File: src/rtl/dsp_mac_group_if.sv
// Beat-in / result-out bundle for the multi-beat dot-product engine.
// Latency: none (wires only).
// Backpressure: none; the master must accept every out_valid pulse.
interface dsp_mac_group_if #(
  parameter int N_MUL = 4,
  parameter int DW    = 16,
  parameter int CNTW  = 16
) ();
  logic                  in_valid;
  logic                  in_last;
  logic [DW*N_MUL-1:0]   wei;
  logic [DW*N_MUL-1:0]   fm;
  logic                  out_valid;
  logic [DW-1:0]         out_data;
  logic                  out_sat;
  logic [CNTW-1:0]       out_cnt;

  modport master (
    output in_valid, in_last, wei, fm,
    input  out_valid, out_data, out_sat, out_cnt
  );

  modport slave (
    input  in_valid, in_last, wei, fm,
    output out_valid, out_data, out_sat, out_cnt
  );
endinterface

File: src/rtl/dsp_mac_group.sv
// Multi-beat signed dot product: N_MUL full-precision products per beat, adder tree, accumulate to last, round+saturate.
// Latency: 4 + clog2(N_MUL) edges from the sampling edge of the last beat to out_valid.
// Backpressure: none; one beat per cycle accepted, every result pulse must be taken.
module dsp_mac_group #(
  parameter int N_MUL = 4,
  parameter int DW    = 16,
  parameter int FRAC  = 9,
  parameter int ACCW  = 40,
  parameter int CNTW  = 16
) (
  input logic            clk,
  input logic            rstn,
  dsp_mac_group_if.slave bus
);

  localparam int T  = (N_MUL > 1) ? $clog2(N_MUL) : 0;
  // Tree storage is padded to 2*N_MUL zero entries so every pair index is in range;
  // an odd leftover lane is summed with a zero, which is a plain pass-through.
  localparam int NW = 2 * N_MUL;
  localparam logic signed [ACCW-1:0] HALF =
    (FRAC > 0) ? (ACCW'(1) << ((FRAC > 0) ? FRAC - 1 : 0)) : '0;
  localparam logic [DW-1:0] DMAX = {1'b0, {(DW-1){1'b1}}};
  localparam logic [DW-1:0] DMIN = {1'b1, {(DW-1){1'b0}}};

  typedef enum logic {FIRST, ACCUM} acc_st_t;

  logic signed [DW-1:0]   wei_q [N_MUL];
  logic signed [DW-1:0]   fm_q  [N_MUL];
  logic                   s0_vld_q, s0_lst_q;
  logic signed [ACCW-1:0] tree_q [T+1][NW];
  logic [T:0]             tv_q, tl_q;
  acc_st_t                st_q;
  logic signed [ACCW-1:0] acc_q;
  logic [CNTW-1:0]        cnt_q;
  logic                   fin_q;
  logic signed [ACCW-1:0] rnd_q;
  logic [CNTW-1:0]        rnd_cnt_q;
  logic                   rnd_vld_q;
  logic                   out_vld_q, out_sat_q;
  logic [DW-1:0]          out_data_q;
  logic [CNTW-1:0]        out_cnt_q;
  logic [DW-1:0]          out_data_d;
  logic                   out_sat_d;
  logic [ACCW-DW:0]       rnd_hi;

  // S0: capture the raw beat; last is only meaningful together with valid.
  always_ff @(posedge clk) begin
    if (!rstn) begin
      s0_vld_q <= 1'b0;
      s0_lst_q <= 1'b0;
    end else begin
      s0_vld_q <= bus.in_valid;
      s0_lst_q <= bus.in_valid & bus.in_last;
    end
    for (int j = 0; j < N_MUL; j++) begin
      wei_q[j] <= bus.wei[j*DW +: DW];
      fm_q[j]  <= bus.fm[j*DW +: DW];
    end
  end

  // S1 products (level 0) and registered pairwise adder-tree levels, with their valid/last shadow.
  always_ff @(posedge clk) begin
    if (!rstn) begin
      tv_q <= '0;
      tl_q <= '0;
    end else begin
      tv_q[0] <= s0_vld_q;
      tl_q[0] <= s0_lst_q;
      for (int l = 1; l <= T; l++) begin
        tv_q[l] <= tv_q[l-1];
        tl_q[l] <= tl_q[l-1];
      end
    end
    for (int i = 0; i < N_MUL; i++)
      tree_q[0][i] <= ACCW'(wei_q[i]) * ACCW'(fm_q[i]);
    for (int i = N_MUL; i < NW; i++)
      tree_q[0][i] <= '0;
    for (int l = 1; l <= T; l++) begin
      for (int i = 0; i < N_MUL; i++)
        tree_q[l][i] <= tree_q[l-1][2*i] + tree_q[l-1][2*i+1];
      for (int i = N_MUL; i < NW; i++)
        tree_q[l][i] <= '0;
    end
  end

  // ACC: first beat loads, later beats add; a valid last beat re-arms FIRST and flags the result.
  always_ff @(posedge clk) begin
    if (!rstn) begin
      st_q  <= FIRST;
      acc_q <= '0;
      cnt_q <= '0;
      fin_q <= 1'b0;
    end else begin
      fin_q <= tv_q[T] & tl_q[T];
      if (tv_q[T]) begin
        if (st_q == FIRST) begin
          acc_q <= tree_q[T][0];
          cnt_q <= CNTW'(1);
        end else begin
          acc_q <= acc_q + tree_q[T][0];
          cnt_q <= (&cnt_q) ? cnt_q : cnt_q + CNTW'(1);
        end
        st_q <= tl_q[T] ? FIRST : ACCUM;
      end
    end
  end

  // RND: round half up toward +inf, then drop the fractional bits.
  always_ff @(posedge clk) begin
    if (!rstn) begin
      rnd_vld_q <= 1'b0;
    end else begin
      rnd_vld_q <= fin_q;
    end
    if (fin_q) begin
      rnd_q     <= (acc_q + HALF) >>> FRAC;
      rnd_cnt_q <= cnt_q;
    end
  end

  // The rounded value fits DW bits exactly when all bits from DW-1 upward agree.
  assign rnd_hi = rnd_q[ACCW-1:DW-1];

  // Saturate to the signed DW range, direction taken from the accumulator sign.
  always_comb begin
    out_data_d = rnd_q[DW-1:0];
    out_sat_d  = 1'b0;
    if (!((&rnd_hi) | ~(|rnd_hi))) begin
      out_sat_d  = 1'b1;
      out_data_d = rnd_q[ACCW-1] ? DMIN : DMAX;
    end
  end

  // OUT: one-cycle valid pulse; data/sat/cnt hold between results.
  always_ff @(posedge clk) begin
    if (!rstn) begin
      out_vld_q  <= 1'b0;
      out_data_q <= '0;
      out_sat_q  <= 1'b0;
      out_cnt_q  <= '0;
    end else begin
      out_vld_q <= rnd_vld_q;
      if (rnd_vld_q) begin
        out_data_q <= out_data_d;
        out_sat_q  <= out_sat_d;
        out_cnt_q  <= rnd_cnt_q;
      end
    end
  end

  assign bus.out_valid = out_vld_q;
  assign bus.out_data  = out_data_q;
  assign bus.out_sat   = out_sat_q;
  assign bus.out_cnt   = out_cnt_q;

endmodule

File: src/flat_wrapper.sv
// flat-port wrapper written by rule: the top's interface ports become plain ports
module dsp_mac_group_flat 
#(
  parameter int N_MUL = 4,
  parameter int DW    = 16,
  parameter int FRAC  = 9,
  parameter int ACCW  = 40,
  parameter int CNTW  = 16
)
  (clk, rstn, bus_in_valid, bus_in_last, bus_wei, bus_fm, bus_out_valid, bus_out_data, bus_out_sat, bus_out_cnt);
  dsp_mac_group_if #(.N_MUL(N_MUL), .DW(DW), .CNTW(CNTW)) bus_i ();
  input logic clk;
  input logic rstn;
  input wire logic [$bits(bus_i.in_valid)-1:0] bus_in_valid;
  input wire logic [$bits(bus_i.in_last)-1:0] bus_in_last;
  input wire logic [$bits(bus_i.wei)-1:0] bus_wei;
  input wire logic [$bits(bus_i.fm)-1:0] bus_fm;
  output wire logic [$bits(bus_i.out_valid)-1:0] bus_out_valid;
  output wire logic [$bits(bus_i.out_data)-1:0] bus_out_data;
  output wire logic [$bits(bus_i.out_sat)-1:0] bus_out_sat;
  output wire logic [$bits(bus_i.out_cnt)-1:0] bus_out_cnt;
  assign bus_i.in_valid = bus_in_valid;
  assign bus_i.in_last = bus_in_last;
  assign bus_i.wei = bus_wei;
  assign bus_i.fm = bus_fm;
  assign bus_out_valid = bus_i.out_valid;
  assign bus_out_data = bus_i.out_data;
  assign bus_out_sat = bus_i.out_sat;
  assign bus_out_cnt = bus_i.out_cnt;
  dsp_mac_group #(.N_MUL(N_MUL), .DW(DW), .FRAC(FRAC), .ACCW(ACCW), .CNTW(CNTW)) u_core (.clk(clk), .rstn(rstn), .bus(bus_i));
endmodule
File: config.mk
export PLATFORM = sky130hd
export DESIGN_NAME = dsp_mac_group_flat
export DESIGN_NICKNAME = d
export VERILOG_FILES = /design/src/rtl/dsp_mac_group_if.sv /design/src/rtl/dsp_mac_group.sv /design/src/flat_wrapper.sv
export SDC_FILE = /design/constraint.sdc
export NUM_CORES = 2
export LEC_CHECK = 0
export ABC_AREA = 1
export CORE_MARGIN = 2
export CORE_UTILIZATION = 59
export CTS_CLUSTER_DIAMETER = 30
export CTS_CLUSTER_SIZE = 24
export DETAILED_ROUTE_END_ITERATION = 8
export GPL_TIMING_DRIVEN = 0
export HOLD_SLACK_MARGIN = 0.15
export PLACE_DENSITY = 0.8
export SLEW_MARGIN = 20
export SYNTH_ARGS = -nofsm -noshare
export SYNTH_HDL_FRONTEND = slang
export SYNTH_SLANG_ARGS = --single-unit
File: constraint.sdc
create_clock -name clk -period 5.75 [get_ports clk]
set_input_delay 0.575 -clock clk [delete_from_list [all_inputs] [get_ports clk]]
set_output_delay 0.575 -clock clk [all_outputs]
set_load 0.1 [all_outputs]
==> flow_metrics.tcl <==
set metrics [dict create \
    final_core_util_pct 68.2 \
    grt_pass1_wl_um 281000 \
    hold_class "input pin to register" \
    drt_iter0_drc 4295 \
    timing.final.crit_share_pct 97.7 \
    core_um2 107000 \
    ant_nets 0 \
    path_delay_family "adder cells" \
    synth_cells 8108 \
    slew_violations 0 \
    fin_nets 9991 \
    worstPathCellList "buf_8, buf_4, nand2_1, fa_1, inv_1, fa_1, fa_1, fa_1, fa_1, inv_1, fa_1, inv_1, ha_1, nand2_1, nor2_1, inv_1, a21oi_1, nor2_1, nand3_1, a21oi_1, xnor2_1" \
    worst_setup_path_start_kind "register" \
    async_flop_share_pct 0 \
    synth_area_um2 64100 \
    port_buffers 165 \
    dpl_cell_area_um2 67500 \
    yosys.area.top_type "fa_1" \
    syn_nets 9764 \
    cts_sinks 524 \
    clockBufferDepth 3 \
    min_from "bus_fm[49]" \
    mostFrequentLayoutCell "inv_1" \
    syn_to_final_growth_pct 14.3 \
    cts_buffers 106 \
    synth_area_leaders "fa_1, dfxtp_1, inv_1" \
    place_inst 9677 \
    grt_pass1_vias 54600 \
    cpPeakStageDelay_ps 600 \
    reg2reg_from "u_core.fm_q[3][8]" \
    rsz0062_at_grt "true" \
    path_clk_slew_ps 60 \
    avgSynthCellArea_um2 7.90 \
    cp-startpoint "u_core.fm_q[3][8]" \
    drt-wirelength-per-cell_um 17.9 \
    hold_buffers 0 \
    crit_end "u_core.tree_q[0][24]" \
    finalSetupViolCount 0 \
    cp.required_ps 6340 \
    cp.arrival_ps 6210 \
    fin_skew_ps 73.7 \
    cap_violations 0 \
    outcome "finished clean" \
    vias_per_cell 5.36 \
    crit_path_top_delay_cell "fa_1" \
    die_x_um 334 \
    r2r_slack_ps 130 \
    drive_gt1_share_pct 8.10 \
    synth_seq_area_share_pct 17.1 \
    crit_top_cell "fa_1" \
    yosysWarnings 0 \
    cts-root-buf "clkbuf_16" \
    worst_setup_path_end_kind "register" \
    synth-main-ff-cell "dfxtp_1" \
    most-common-layout-cells "inv_1, nand2_1, fa_1, nor2_1, ha_1" \
    hold_viol 0 \
    cp.depth 21 \
    die_area_um2 111000 \
    grt_max_degree 32 \
    fin_setup_tns_ps 0 \
    design_area_um2 73200 \
    grt_antenna_before_repair 0 \
    crit_fanout 7 \
    firstDrtPassIters 8 \
    htreeDepth 3 \
    max_slew_margin_pct 34.0 \
    synth.distinct_cells 53 \
    finalWirelength_um 176000 \
    vias 52700 \
    io_pins 166 \
    grt_overflow_total 0 \
    drc 0 \
    fmax_mhz 178 \
    ys_seq_elements 524 \
    path_buf_inv 6 \
    num_rows 120 \
    r2r_end "u_core.tree_q[0][24]" \
    synth.top_cell.area_share_pct 32.9 \
    gp_congestion 0.993 \
    dp_hpwl_um 146000 \
    antenna_cells 0 \
    synth_edf_count 47 \
    layout.cells.non_filler 9831 \
    period_needed_ps 5620 \
    start_util_pct 59.7 \
    die_h_um 334 \
    cts_tree "yes" \
    r2r_cells 21 \
    critPathKind "register to register" \
    clock_latency_ps 720 \
    track_usage_pct 32.2 \
    tightest_slew_ps 986 \
]
==> Yosys cell counts, types with 4 or more instances <==
master    count
a21oi_1     342
nor3_1       46
o21bai_1     27
edfxtp_1     47
nand2_1    1885
a21boi_0      8
nand3_1     165
xnor2_1      93
a21boi_1      8
inv_1      2079
clkbuf_1    257
o21ai_1      29
fa_1       1052
and3_1        5
dfxtp_1     477
a21o_1       38
or2_2        19
ha_1        472
nor2_1      476
o21ai_0     194
nand4_1      65
buf_1         8
nor3_2        4
a211oi_1      9
nor4_1       14
nand3b_1     14
o21a_1       13
inv_2        10
xor2_1      183
nand2_2       7
a31oi_1      17
o211ai_1      7
==> worst register-to-register path: stages, from the launching register on <==
cell and delay, ps:
dfxtp_4 450, buf_8 140, buf_4 150, nand2_1 80, fa_1 510, inv_1 60, fa_1 480, fa_1 600
fa_1 440, fa_1 500, inv_1 60, fa_1 490, inv_1 50, ha_1 360, nand2_1 160, nor2_1 150
inv_1 80, a21oi_1 180, nor2_1 80, nand3_1 160, a21oi_1 110, xnor2_1 200
==> through the flow <==
step                hold WS (ps)  setup WS, ps
floorplan                    390           177
global placement             395          -902
detailed placement           404          -937
CTS                          250         -4.10
global route                 261          -113
finish                       275           131
==> worst min path at each step <==
stage                              endpoint  slack, ps  cells past startpoint
after global routing      u_core.fm_q[0][6]        260                      1
after detailed placement     u_core.tl_q[1]        400                      2
after CTS                 u_core.fm_q[3][7]        250                      1
after floorplan              u_core.tl_q[0]        390                      2
after global placement       u_core.tv_q[0]        400                      2
final                     u_core.fm_q[3][1]        270                      1
==> final cells by class <==
class / instances / area (µm²)
Tap cell: 1403 / 1760
Timing Repair Buffer: 226 / 2150
Fill cell: 8639 / 34100
Clock inverter: 82 / 1170
Buffer: 160 / 1370
Inverter: 2090 / 7850
Sequential cell: 524 / 11300
Clock buffer: 119 / 2760
Multi-Input combinational cell: 5227 / 44900
==> registers in the layout, indices dropped and copies added, names as in the netlist, 31 cells and up <==
| register | count |
|---|---|
| u_core.rnd_q | 31 |
| u_core.tree_q | 248 |
| u_core.acc_q | 40 |
| u_core.fm_q | 64 |
| u_core.wei_q | 64 |
==> logic make-up after synthesis <==
group | share of synthesized area, %
AO/OA/AOI/OAI | 6.21
AND/OR/NAND/NOR | 17.0
XOR/XNOR | 3.77
buffers and inverters | 13.8
adder cells (fa/ha/maj) | 42.1
flip-flops | 17.1
==> metal layers <==
| metal | share of wire [%] | vias up | global-route usage, % |
|---|---|---|---|
| met4 | 5.2 | 0 | 15.6 |
| li1 | - | 24400 | - |
| met5 | 0 | - | 0 |
| met2 | 47 | 2297 | 53.6 |
| met3 | 7.9 | 516 | 5.08 |
| met1 | 40 | 25500 | 41.1 |
==> timing repair <==
action	in CTS	in global routing
gates resized for setup	385	368
setup endpoints to repair	80	58
buffers inserted	6	54
hold endpoints to repair	0	0
pin swaps	6	40
Power is not shown: default switching activity piles up to over one toggle a cycle in this logic, so the estimate is an artifact.
